`src/rtl/ifid_hazard_ctrl.sv`:
```
// IF/ID hazard controller: load-use stalls, taken-branch flushes and imem wait states.
// Optional macro PERF_CNT_EN builds a saturating counter of PC-stall cycles on stall_cnt.
module ifid_hazard_ctrl #(
  parameter int REG_ADDR_W      = 5,
  parameter int FLUSH_CYCLES    = 2,
  parameter int LU_STALL_CYCLES = 1,
  parameter int CNT_W           = 16
) (
  input  logic                  clk,
  input  logic                  reset,
  input  logic [REG_ADDR_W-1:0] id_rs1,
  input  logic [REG_ADDR_W-1:0] id_rs2,
  input  logic                  id_uses_rs2,
  input  logic [REG_ADDR_W-1:0] ex_rd,
  input  logic                  ex_mem_read,
  input  logic                  branch_taken_ex,
  input  logic                  imem_ready,
  output logic                  pc_write_en,
  output logic                  ifid_write_en,
  output logic                  ifid_flush,
  output logic                  idex_bubble,
  output logic [CNT_W-1:0]      stall_cnt
);

  localparam int LU_W = (LU_STALL_CYCLES > 1) ? $clog2(LU_STALL_CYCLES) : 1;
  localparam int FL_W = (FLUSH_CYCLES > 1) ? $clog2(FLUSH_CYCLES) : 1;

  typedef enum logic [1:0] {RUN, LOAD_USE, FLUSH, IMISS} state_t;

  state_t          state, state_nxt;
  logic [LU_W-1:0] lu_left, lu_nxt;
  logic [FL_W-1:0] flush_left, flush_nxt;
  logic            hazard;
  logic            pc_c, we_c, flush_c, bubble_c;

  assign hazard = ex_mem_read && (ex_rd != '0) &&
                  ((ex_rd == id_rs1) || (id_uses_rs2 && (ex_rd == id_rs2)));

  always_ff @(posedge clk or negedge reset) begin
    if (!reset) begin
      state      <= RUN;
      lu_left    <= '0;
      flush_left <= '0;
    end else begin
      state      <= state_nxt;
      lu_left    <= lu_nxt;
      flush_left <= flush_nxt;
    end
  end

  // A taken branch overrides every state; RUN and IMISS share the same decision logic.
  always_comb begin
    state_nxt = state;
    lu_nxt    = lu_left;
    flush_nxt = flush_left;
    pc_c      = 1'b1;
    we_c      = 1'b1;
    flush_c   = 1'b0;
    bubble_c  = 1'b0;
    if (branch_taken_ex) begin
      flush_c   = 1'b1;
      bubble_c  = 1'b1;
      flush_nxt = FL_W'(FLUSH_CYCLES - 1);
      lu_nxt    = '0;
      state_nxt = (FLUSH_CYCLES == 1) ? RUN : FLUSH;
    end else begin
      case (state)
        LOAD_USE: begin
          pc_c     = 1'b0;
          we_c     = 1'b0;
          bubble_c = 1'b1;
          if (lu_left <= LU_W'(1)) begin
            lu_nxt    = '0;
            state_nxt = RUN;
          end else begin
            lu_nxt = lu_left - LU_W'(1);
          end
        end
        FLUSH: begin
          flush_c = 1'b1;
          pc_c    = imem_ready;
          if (flush_left <= FL_W'(1)) begin
            flush_nxt = '0;
            state_nxt = RUN;
          end else begin
            flush_nxt = flush_left - FL_W'(1);
          end
        end
        default: begin
          if (hazard) begin
            pc_c      = 1'b0;
            we_c      = 1'b0;
            bubble_c  = 1'b1;
            lu_nxt    = LU_W'(LU_STALL_CYCLES - 1);
            state_nxt = (LU_STALL_CYCLES == 1) ? RUN : LOAD_USE;
          end else if (!imem_ready) begin
            pc_c      = 1'b0;
            flush_c   = 1'b1;
            state_nxt = IMISS;
          end else begin
            state_nxt = RUN;
          end
        end
      endcase
    end
  end

  assign pc_write_en   = reset & pc_c;
  assign ifid_write_en = reset & we_c;
  assign ifid_flush    = ~reset | flush_c;
  assign idex_bubble   = ~reset | bubble_c;

`ifdef PERF_CNT_EN
  logic [CNT_W-1:0] cnt_q;

  always_ff @(posedge clk or negedge reset) begin
    if (!reset)
      cnt_q <= '0;
    else if (!pc_write_en && (cnt_q != {CNT_W{1'b1}}))
      cnt_q <= cnt_q + CNT_W'(1);
  end

  assign stall_cnt = cnt_q;
`else
  assign stall_cnt = '0;
`endif

endmodule

```
`config.mk`:
```
export PLATFORM = sky130hd
export DESIGN_NAME = ifid_hazard_ctrl
export DESIGN_NICKNAME = d
export VERILOG_FILES = /design/src/rtl/ifid_hazard_ctrl.sv
export SDC_FILE = /design/constraint.sdc
export NUM_CORES = 1
export LEC_CHECK = 0
export CAP_MARGIN = 25
export CELL_PAD_IN_SITES_DETAIL_PLACEMENT = 1
export CELL_PAD_IN_SITES_GLOBAL_PLACEMENT = 2
export CORE_MARGIN = 2
export CORE_UTILIZATION = 12
export DETAILED_ROUTE_END_ITERATION = 7
export PLACE_DENSITY = 0.74
export SETUP_SLACK_MARGIN = 0.1
export SYNTH_ARGS = -nofsm -noshare
export SYNTH_HDL_FRONTEND = slang
export SYNTH_SLANG_ARGS = --single-unit
```
`constraint.sdc`:
```
create_clock -name clk -period 2.7 [get_ports clk]
set_input_delay 0.81 -clock clk [delete_from_list [all_inputs] [get_ports clk]]
set_output_delay 0.81 -clock clk [all_outputs]
set_load 0.01 [all_outputs]
```
### Yosys cells after proc, flatten, opt, wreduce, memory -nomap -nowiden

Index checks and enable logic that the tools add are counted.

| storage, ports and cells | value |
|---|---|
| bits in registers | 4 |
| logic and storage cells | 55 |

| cells by class | value |
|---|---|
| equality and inequality tests | 7 |
| magnitude comparators | 2 |
| multiplexer cells | 27 |
| add/subtract/negate cells | 2 |
| bitwise gates (word level) | 5 |
| reduce and logical (&&, ||, !) cells | 9 |

Operator list:

| cell | count |
|---|---|
| 2-to-1 mux 1 bit | 16 |
| equality test 5 bit | 2 |
| 2-to-1 mux 2 bit | 5 |
| one-hot mux 1 bit (2 select lines) | 5 |
| != test 3 bit, second input constant | 2 |
| nonzero test 5 bit | 1 |
| one-hot mux 2 bit (2 select lines) | 1 |
| AND reduction 2 bit | 2 |
| logical AND 1 bit | 3 |
| nonzero test 3 bit | 1 |
| AND 1 bit | 2 |
| equality test 2 x 1 -> 1 bit, second input constant | 1 |
| equality test 2 bit, second input constant | 1 |
| <= comparator 1 bit, second input constant | 2 |
| != test 2 bit, second input constant | 1 |
| OR 1 bit | 2 |
| nonzero test 2 bit | 1 |
| subtractor 1 bit, second input constant | 2 |
| logical OR 1 bit | 1 |
| inverter 1 bit | 1 |

### Longest topological paths before layout

Gate-level depths: netlist (run 1).

| depth | value |
|---|---|
| depth after elaboration | 8 |
| depth in mapped cells | 5 |

### Least setup slack after synthesis (run 1)

Ideal clock, no wire load.

| path | value |
|---|---|
| path kind | in2out |
| start point | input ex_rd[2] |
| end point | output idex_bubble |
| path buffers | 0 |
| cell stages on the path | 4 |
| data arrival time | 2.093 ns |
| slack | -0.203 ns |
| cell sequence | or4_1 > o21ai_2 > nor3b_1 > or4b_1 |

| on the way | value |
|---|---|
| word-level cells in the longest chain between the ends | 8 |
| elaborated cells on any way between the ends | 11 |
| those cells by class | 2 x eq/ne; 3 x mux; 1 x bitwise; 5 x reduce/logical |

RTL lines:

| element | RTL line | source |
|---|---|---|
| from (decl) | 14 | `input logic [REG_ADDR_W-1:0] ex_rd,` |
| equality test 5 bit | 37 | `((ex_rd == id_rs1) \|\| (id_uses_rs2 && (ex_rd == id_rs2)));` |
| logical AND 1 bit | 37 |  |
| logical OR 1 bit | 37 |  |
| logical AND 1 bit (*) | 36 | `assign hazard = ex_mem_read && (ex_rd != '0) &&` |
| 2-to-1 mux 1 bit (*) | 90 | `if (hazard) begin` |
| one-hot mux 1 bit (2 select lines) (*) | 67 | `case (state)` |
| 2-to-1 mux 1 bit (*) | 60 | `if (branch_taken_ex) begin` |
| OR 1 bit (*) | 111 | `assign idex_bubble = ~reset \| bubble_c;` |
| to (decl) | 21 | `output logic idex_bubble,` |

Mark *: on every way between the ends. The rest lies on a longest branch, timed or not.

### Final worst setup path (run 1)

Same ends and word-level chain as after synthesis.

==> flow_metrics.py, run 1 <==
metrics = {
    "run_status": {
        "status": "finished with violations",
        "violations": "setup timing",
    },
    "critical_path": {
        "crit_fanout": 2,
        "cpMaxStageDelayCell": "or4_4",
        "crit_path_max_incr_delay_ns": 0.54,
        "crit_end": "idex_bubble",
        "rr_startpoint": "state[1]$_DFF_PN0_",
        "crit_top_cell": "buf_6",
        "worstRegToRegCells": 6,
        "arrival_ns": 2.29,
        "crit_buf_inv": 2,
        "end_kind": "output pin",
        "start_kind": "input port",
        "timing.rr.end": "state[0]$_DFF_PN0_",
        "worstPathCellList": "buf_6, or4_4, o21ai_4, nor3b_2, or4b_4, buf_6",
        "path_class": "in -> out",
        "cp_top_family": "simple AND/OR/NAND/NOR gates",
        "startpoint": "ex_rd[2]",
        "reg2reg_setup_slack_ns": 1.42,
        "worstPathRequired_ns": 1.89,
        "cp.depth": 6,
    },
    "cts": {
        "numCtsBuffers": 3,
        "clk_pin_slew_ns": 0.03,
        "clock_sinks": 2,
        "cts_root_buf": "clkbuf_4",
        "hold_buffers": 0,
        "cts_tree": "built",
        "clock_latency_ns": 0.22,
        "htreeDepth": 1,
        "clk_path_buf_depth": 2,
    },
    "floorplan": {
        "rows": 21,
        "dieHeight_um": 63.2,
        "fp.dieW_um": 63.2,
        "initial_core_util_pct": 12.5,
        "pin_count": 41,
        "die_area_um2": 3990,
        "core_um2": 3360,
    },
    "yosys": {
        "synthCells": 53,
        "yosysMostFrequentCell": "buf_4",
        "synth_seq_cells": 2,
        "yosys.area.top_type_share_pct": 28.6,
        "seq_area_frac_synth_pct": 11.9,
        "ys_top_cells_by_count": "16 x buf_4, 9 x xor2_1, 4 x o21ai_0",
        "synth_area_leaders": "buf_4 29%, xor2_1 19%, dfrtp_1 12%",
        "synth-edff-count": 0,
        "synthArstFlopShare_pct": 100,
        "ys.flop_type": "dfrtp_1",
        "synth_top_area_cell": "buf_4",
        "yosys_warnings": 0,
        "syn_avg_cell_area_um2": 7.93,
        "yosysUniqueCellTypes": 21,
        "synth_area_um2": 420,
    },
    "grt": {
        "use_met3_pct": 1.96,
        "grt_use_total_pct": 6.55,
        "grt_pass1_vias": 492,
        "antenna_found_initial": 0,
        "groute.layer.met2.usage_pct": 13.7,
        "grt-ovfl-total": 0,
        "grt_max_degree": 5,
        "grt_use_met1_pct": 5.32,
        "grt_pass1_wl_um": 2010,
        "gr-max-usage-layer": "met2",
    },
    "pwr": {
        "powerDensity_nw_per_um2": 267,
        "fin_total_pwr_w": 0.000216,
        "leakage_nw": 0.384,
        "ir_worst_vdd_uv": 50.5,
    },
    "placed_design": {
        "dp_cells": 131,
        "gp_congestion": 0.634,
        "dp_hpwl_um": 1110,
        "io_buffer_count": 24,
    },
    "timing": {
        "hold_violations": 0,
        "setup_viol": 4,
        "fin_tns_setup_ns": -1.09,
        "slew_viol_final": 0,
        "postLayoutSetupSlackWorst_ns": -0.401,
        "fin_crit_ns": 3.10,
        "rsz0062_at_grt": "true",
        "clock_skew_ns": 0.00381,
        "fmax_mhz": 322,
        "period_share_pct": 115,
    },
    "layout": {
        "stdcell_count": 137,
        "n_antenna_cell": 0,
        "largest_reg_flops": 2,
        "top_register": "state",
        "reg.largest.list": "state: 2 flops",
        "syn_to_final_growth_pct": 92.3,
        "drive_gt1_share_pct": 44.0,
        "num-nets-final": 116,
    },
    "drt": {
        "vias_per_cell": 3.36,
        "drt-total-wl_um": 1360,
        "dr.pass1.iters": 2,
        "vias": 460,
        "drtIter0Drc": 7,
        "wl_per_cell_um": 9.90,
        "drc": 0,
        "ant_nets": 0,
    },
    "run": {
        "max-cap-violations": 0,
    },
    "worst_hold_path": {
        "hold_class": "in -> async",
    },
}
layout make-up:
type                            count  area, um2
Clock buffer                        3       22.5
Fill cell                         440       2550
Inverter                            2       7.51
Multi-Input combinational cell     48        368
Sequential cell                     2       50.0
Tap cell                           46       57.6
Timing Repair Buffer               36        303
power by group:
group | leakage (nW) | total (W) | internal (W) | switching [W]
Clock | 0.0138 | 0.0000660 | 0.0000491 | 0.0000169
Combinational | 0.346 | 0.000116 | 0.0000621 | 0.0000539
Sequential | 0.0247 | 0.0000336 | 0.0000324 | 0.00000120
Total | 0.384 | 0.000216 | 0.000144 | 0.0000720
kinds of logic (layout without fill, tap and decap cells):
family	after synthesis	in the layout	share of synthesized area [%]
XOR/XNOR	10	10	20.8
adder cells (fa/ha/maj)	2	2	5.95
AND/OR/NAND/NOR	13	13	19.3
AO/OA/AOI/OAI	7	7	10.7
other	1	16	0.892
flip-flops	2	2	11.9
buffers and inverters	18	41	30.4
worst reg2reg max path: cells and delay by family (launching register included):
family                   cells  cell delay [ns]
flip-flops                   1             0.37
adder cells (fa/ha/maj)      1             0.30
buffers and inverters        2             0.27
AND/OR/NAND/NOR              2             0.20
AO/OA/AOI/OAI                1             0.07
stage by stage:
| step | setup slack, ns | hold slack [ns] | util [%] | instance area, um2 |
|---|---|---|---|---|
| after floorplan | -0.175 | 0.514 | - | 480 |
| after global placement | -1.16 | 0.914 | 21.6 | 726 |
| after detailed placement | -1.19 | 0.937 | 21.6 | 726 |
| after CTS | -0.422 | 0.918 | 23.1 | 776 |
| after global routing | -0.428 | 0.929 | 24.0 | 808 |
| final | -0.401 | 0.920 | 24.0 | 808 |
routing by layer:
layer	vias to the layer above	routed length, um
met2	24	814
li1	221	-
met3	0	119
met1	215	423
met5	-	0
met4	0	0
placed cells by master (no fill, tap or decap), drive strengths merged, types with 2 or more instances in the layout:
master / synthesis / final
nand2b: 2 / 2
nor2: 2 / 2
nor2b: 2 / 2
xor2: 9 / 9
buf: 16 / 22
conb: 1 / 16
ha: 2 / 2
dlygate4sd2: 0 / 6
clkbuf: 0 / 6
o21ai: 5 / 5
inv: 2 / 2
clkdlybuf4s50: 0 / 5
dfrtp: 2 / 2
timing repair:
item | in CTS | in global routing
setup endpoints to repair | 4 | 4
endpoints found under the hold margin | 0 | 0
pin swaps | 17 | 9
setup buffers | 2 | 1
gates resized for setup | 64 | 16
how the worst min path moves through the flow:
stage                       start                 end  slack [ns]  depth (start not counted)
2_1_floorplan               reset  state[0]$_DFF_PN0_        0.51                          0
3_3_place_gp   state[1]$_DFF_PN0_  state[1]$_DFF_PN0_        0.91                          5
3_5_place_dp   state[1]$_DFF_PN0_  state[1]$_DFF_PN0_        0.94                          5
4_1_cts                     reset  state[0]$_DFF_PN0_        0.92                          2
5_1_grt                     reset  state[0]$_DFF_PN0_        0.93                          2
6_report                    reset  state[1]$_DFF_PN0_        0.92                          2
No activity file was read; power rests on OpenSTA's default activity.
==> run 2, diff against run 1 <==
--- a/config.mk
+++ b/config.mk
@@ -13,6 +13,7 @@
 export DETAILED_ROUTE_END_ITERATION = 7
 export PLACE_DENSITY = 0.74
 export SETUP_SLACK_MARGIN = 0.1
+export SLEW_MARGIN = 5
 export SYNTH_ARGS = -nofsm -noshare
 export SYNTH_HDL_FRONTEND = slang
 export SYNTH_SLANG_ARGS = --single-unit
==> results of run 2 <==
No change in the layout: final DEF, timing and power equal those of run 1.
==> run 3, diff against run 2 <==
--- a/config.mk
+++ b/config.mk
@@ -5,14 +5,16 @@
 export SDC_FILE = /design/constraint.sdc
 export NUM_CORES = 1
 export LEC_CHECK = 0
+export ABC_AREA = 1
 export CAP_MARGIN = 25
 export CELL_PAD_IN_SITES_DETAIL_PLACEMENT = 1
 export CELL_PAD_IN_SITES_GLOBAL_PLACEMENT = 2
 export CORE_MARGIN = 2
 export CORE_UTILIZATION = 12
 export DETAILED_ROUTE_END_ITERATION = 7
-export PLACE_DENSITY = 0.74
+export PLACE_DENSITY = 0.76
 export SETUP_SLACK_MARGIN = 0.1
+export SKIP_CTS_REPAIR_TIMING = 1
 export SLEW_MARGIN = 5
 export SYNTH_ARGS = -nofsm -noshare
 export SYNTH_HDL_FRONTEND = slang
==> flow_metrics.py, run 3 <==
metrics = {
    "layout": {
        "multi_input_area_um2": 350,
        "mostFrequentLayoutCells": "25 x nand2_1, 16 x conb_1, 15 x inv_1",
        "n_antenna_cell": 0,
        "num-nets-final": 151,
        "final_common_cell": "nand2_1",
        "stdcell_count": 176,
        "largest_reg_flops": 2,
        "drive_gt1_share_pct": 32.5,
        "reg.largest.list": "state: 2 flops",
        "fillers": 530,
        "fin_area_um2": 820,
        "regArea_um2": 50.0,
        "top_register": "state",
        "syn_to_final_growth_pct": 65.8,
    },
    "critical_path": {
        "end_kind": "output pin",
        "crit_fanout": 3,
        "arrival_ns": 1.83,
        "start_kind": "input port",
        "path_class": "in -> out",
        "worstRegToRegCells": 5,
        "timing.rr.end": "state[0]$_DFF_PN0_",
        "reg2reg_setup_slack_ns": 1.51,
        "rr_startpoint": "state[0]$_DFF_PN0_",
        "worstPathRequired_ns": 1.89,
    },
    "cts": {
        "clock_latency_ns": 0.21,
        "numCtsBuffers": 3,
        "htreeDepth": 1,
        "cts_tree": "built",
        "clk_pin_slew_ns": 0.03,
        "cts_root_buf": "clkbuf_8",
        "clock_sinks": 2,
        "clk_path_buf_depth": 2,
    },
    "timing": {
        "rsz0062_at_grt": "true",
        "setup_viol": 0,
        "fmax_mhz": 379,
        "fin_crit_ns": 2.64,
        "period_share_pct": 97.6,
        "clock_skew_ns": 0.000315,
        "slew_viol_final": 0,
        "hold_violations": 0,
    },
    "grt": {
        "antenna_found_initial": 0,
        "grt_pass1_vias": 612,
        "grt-ovfl-total": 0,
        "grt_use_total_pct": 6.69,
        "grt_max_degree": 5,
        "grt_pass1_wl_um": 2370,
    },
    "yosys": {
        "ys.flop_type": "dfrtp_1",
        "yosys_warnings": 0,
        "synthCells": 95,
        "synth_seq_cells": 2,
        "synthArstFlopShare_pct": 100,
        "yosysUniqueCellTypes": 12,
        "seq_area_frac_synth_pct": 10.1,
        "ys_top_cells_by_count": "31 x nand2_1, 20 x inv_1, 16 x buf_4",
        "synth-edff-count": 0,
        "synth_top_area_cell": "buf_4",
        "synth_area_leaders": "buf_4 24%, nand2_1 24%, inv_1 15%",
        "synth_area_um2": 494,
        "yosysMostFrequentCell": "nand2_1",
        "yosys.area.top_type_share_pct": 24.3,
        "syn_avg_cell_area_um2": 5.20,
    },
    "drt": {
        "dr.pass1.iters": 3,
        "drc": 0,
        "vias": 604,
        "drt-total-wl_um": 1540,
        "drtIter0Drc": 7,
        "vias_per_cell": 3.43,
        "ant_nets": 0,
        "wl_per_cell_um": 8.74,
    },
    "placed_design": {
        "placed_cell_area_um2": 771,
        "dp_hpwl_um": 1310,
        "gp_congestion": 0.749,
        "io_buffer_count": 24,
        "dp_cells": 173,
    },
    "run_status": {
        "status": "complete, no violations",
    },
    "worst_hold_path": {
        "hold_class": "reg -> reg",
        "hp-start": "state[1]$_DFF_PN0_",
        "whs_path_depth": 4,
        "hold_path_end": "state[1]$_DFF_PN0_",
    },
    "floorplan": {
        "fp.dieW_um": 68.2,
        "die_area_um2": 4650,
        "dieHeight_um": 68.2,
        "initial_core_util_pct": 12.4,
        "pin_count": 41,
        "core_um2": 3970,
        "rows": 23,
    },
    "run": {
        "max-cap-violations": 0,
    },
    "pwr": {
        "leakage_nw": 0.529,
        "ir_worst_vdd_uv": 109,
        "fin_total_pwr_w": 0.000260,
        "powerDensity_nw_per_um2": 317,
    },
}
[run 3: cell count changes after synthesis, sizes merged, moves of 2 or more]
cell	change
xor2	-9
nand2	+30
nor2b	-2
nor2	+12
nand3	+4
inv	+18
nand2b	-2
o21ai	-3
[run 3: worst max-delay path: stages]
cell and delay (ns):
clkdlybuf4s50_1 0.45, buf_4 0.16, nor3_1 0.16, nand2_1 0.08, dlymetal6s2s_1 0.17
[run 3: where the power goes]
| group | total, W | switching, W | internal (W) | leakage, nW |
|---|---|---|---|---|
| combinational | 0.000111 | 0.0000617 | 0.0000497 | 0.483 |
| sequential | 0.0000338 | 0.00000127 | 0.0000325 | 0.0247 |
| clock | 0.000115 | 0.0000211 | 0.0000940 | 0.0216 |
[run 3: routing by layer]
layer / GRT usage, % / vias up / routed length (um)
met5: 0 / - / 0
met4: 3.75 / 0 / 16
met3: 2.30 / 2 / 156
met2: 12.0 / 24 / 818
met1: 6.67 / 272 / 547
li1: - / 306 / -
[run 3: cell families after synthesis]
| logic type | share of synthesized area, % |
|---|---|
| simple gates | 40.8 |
| flops | 10.1 |
| fa+ha+maj | 5.06 |
| other cells | 0.759 |
| buf+inv | 39.5 |
| xor+xnor | 1.77 |
| compound gates | 2.03 |
[run 3: worst max path at each step]
stage | endpoint | slack [ns] | start
global route | pc_write_en | -0.07 | ex_rd[3]
finish | ifid_flush | 0.06 | branch_taken_ex
detailed placement | idex_bubble | -0.79 | ex_rd[4]
CTS | idex_bubble | -0.80 | ex_rd[4]
global placement | pc_write_en | -0.75 | ex_rd[2]
floorplan | pc_write_en | 0.38 | ex_rd[3]
[run 3: cell type report]
cell class,instances,share of cell area [%]
Multi-Input combinational cell,72,42.7
Clock buffer,3,5.04
Inverter,20,9.47
Sequential cell,2,6.11
Tap cell,50,7.63
Timing Repair Buffer,29,29.0
[run 3: stage by stage]
stage / utilization [%] / TNS [ns] / worst slack [ns] / hold WS, ns
2_1_floorplan: - / 0 / 0.377 / 0.514
3_3_place_gp: 19.4 / -2.83 / -0.751 / 0.850
3_5_place_dp: 19.4 / -2.84 / -0.791 / 0.878
4_1_cts: 20.4 / -2.91 / -0.804 / 0.888
5_1_grt: 20.6 / -0.158 / -0.0676 / 0.961
6_report: 20.6 / 0 / 0.0645 / 0.917
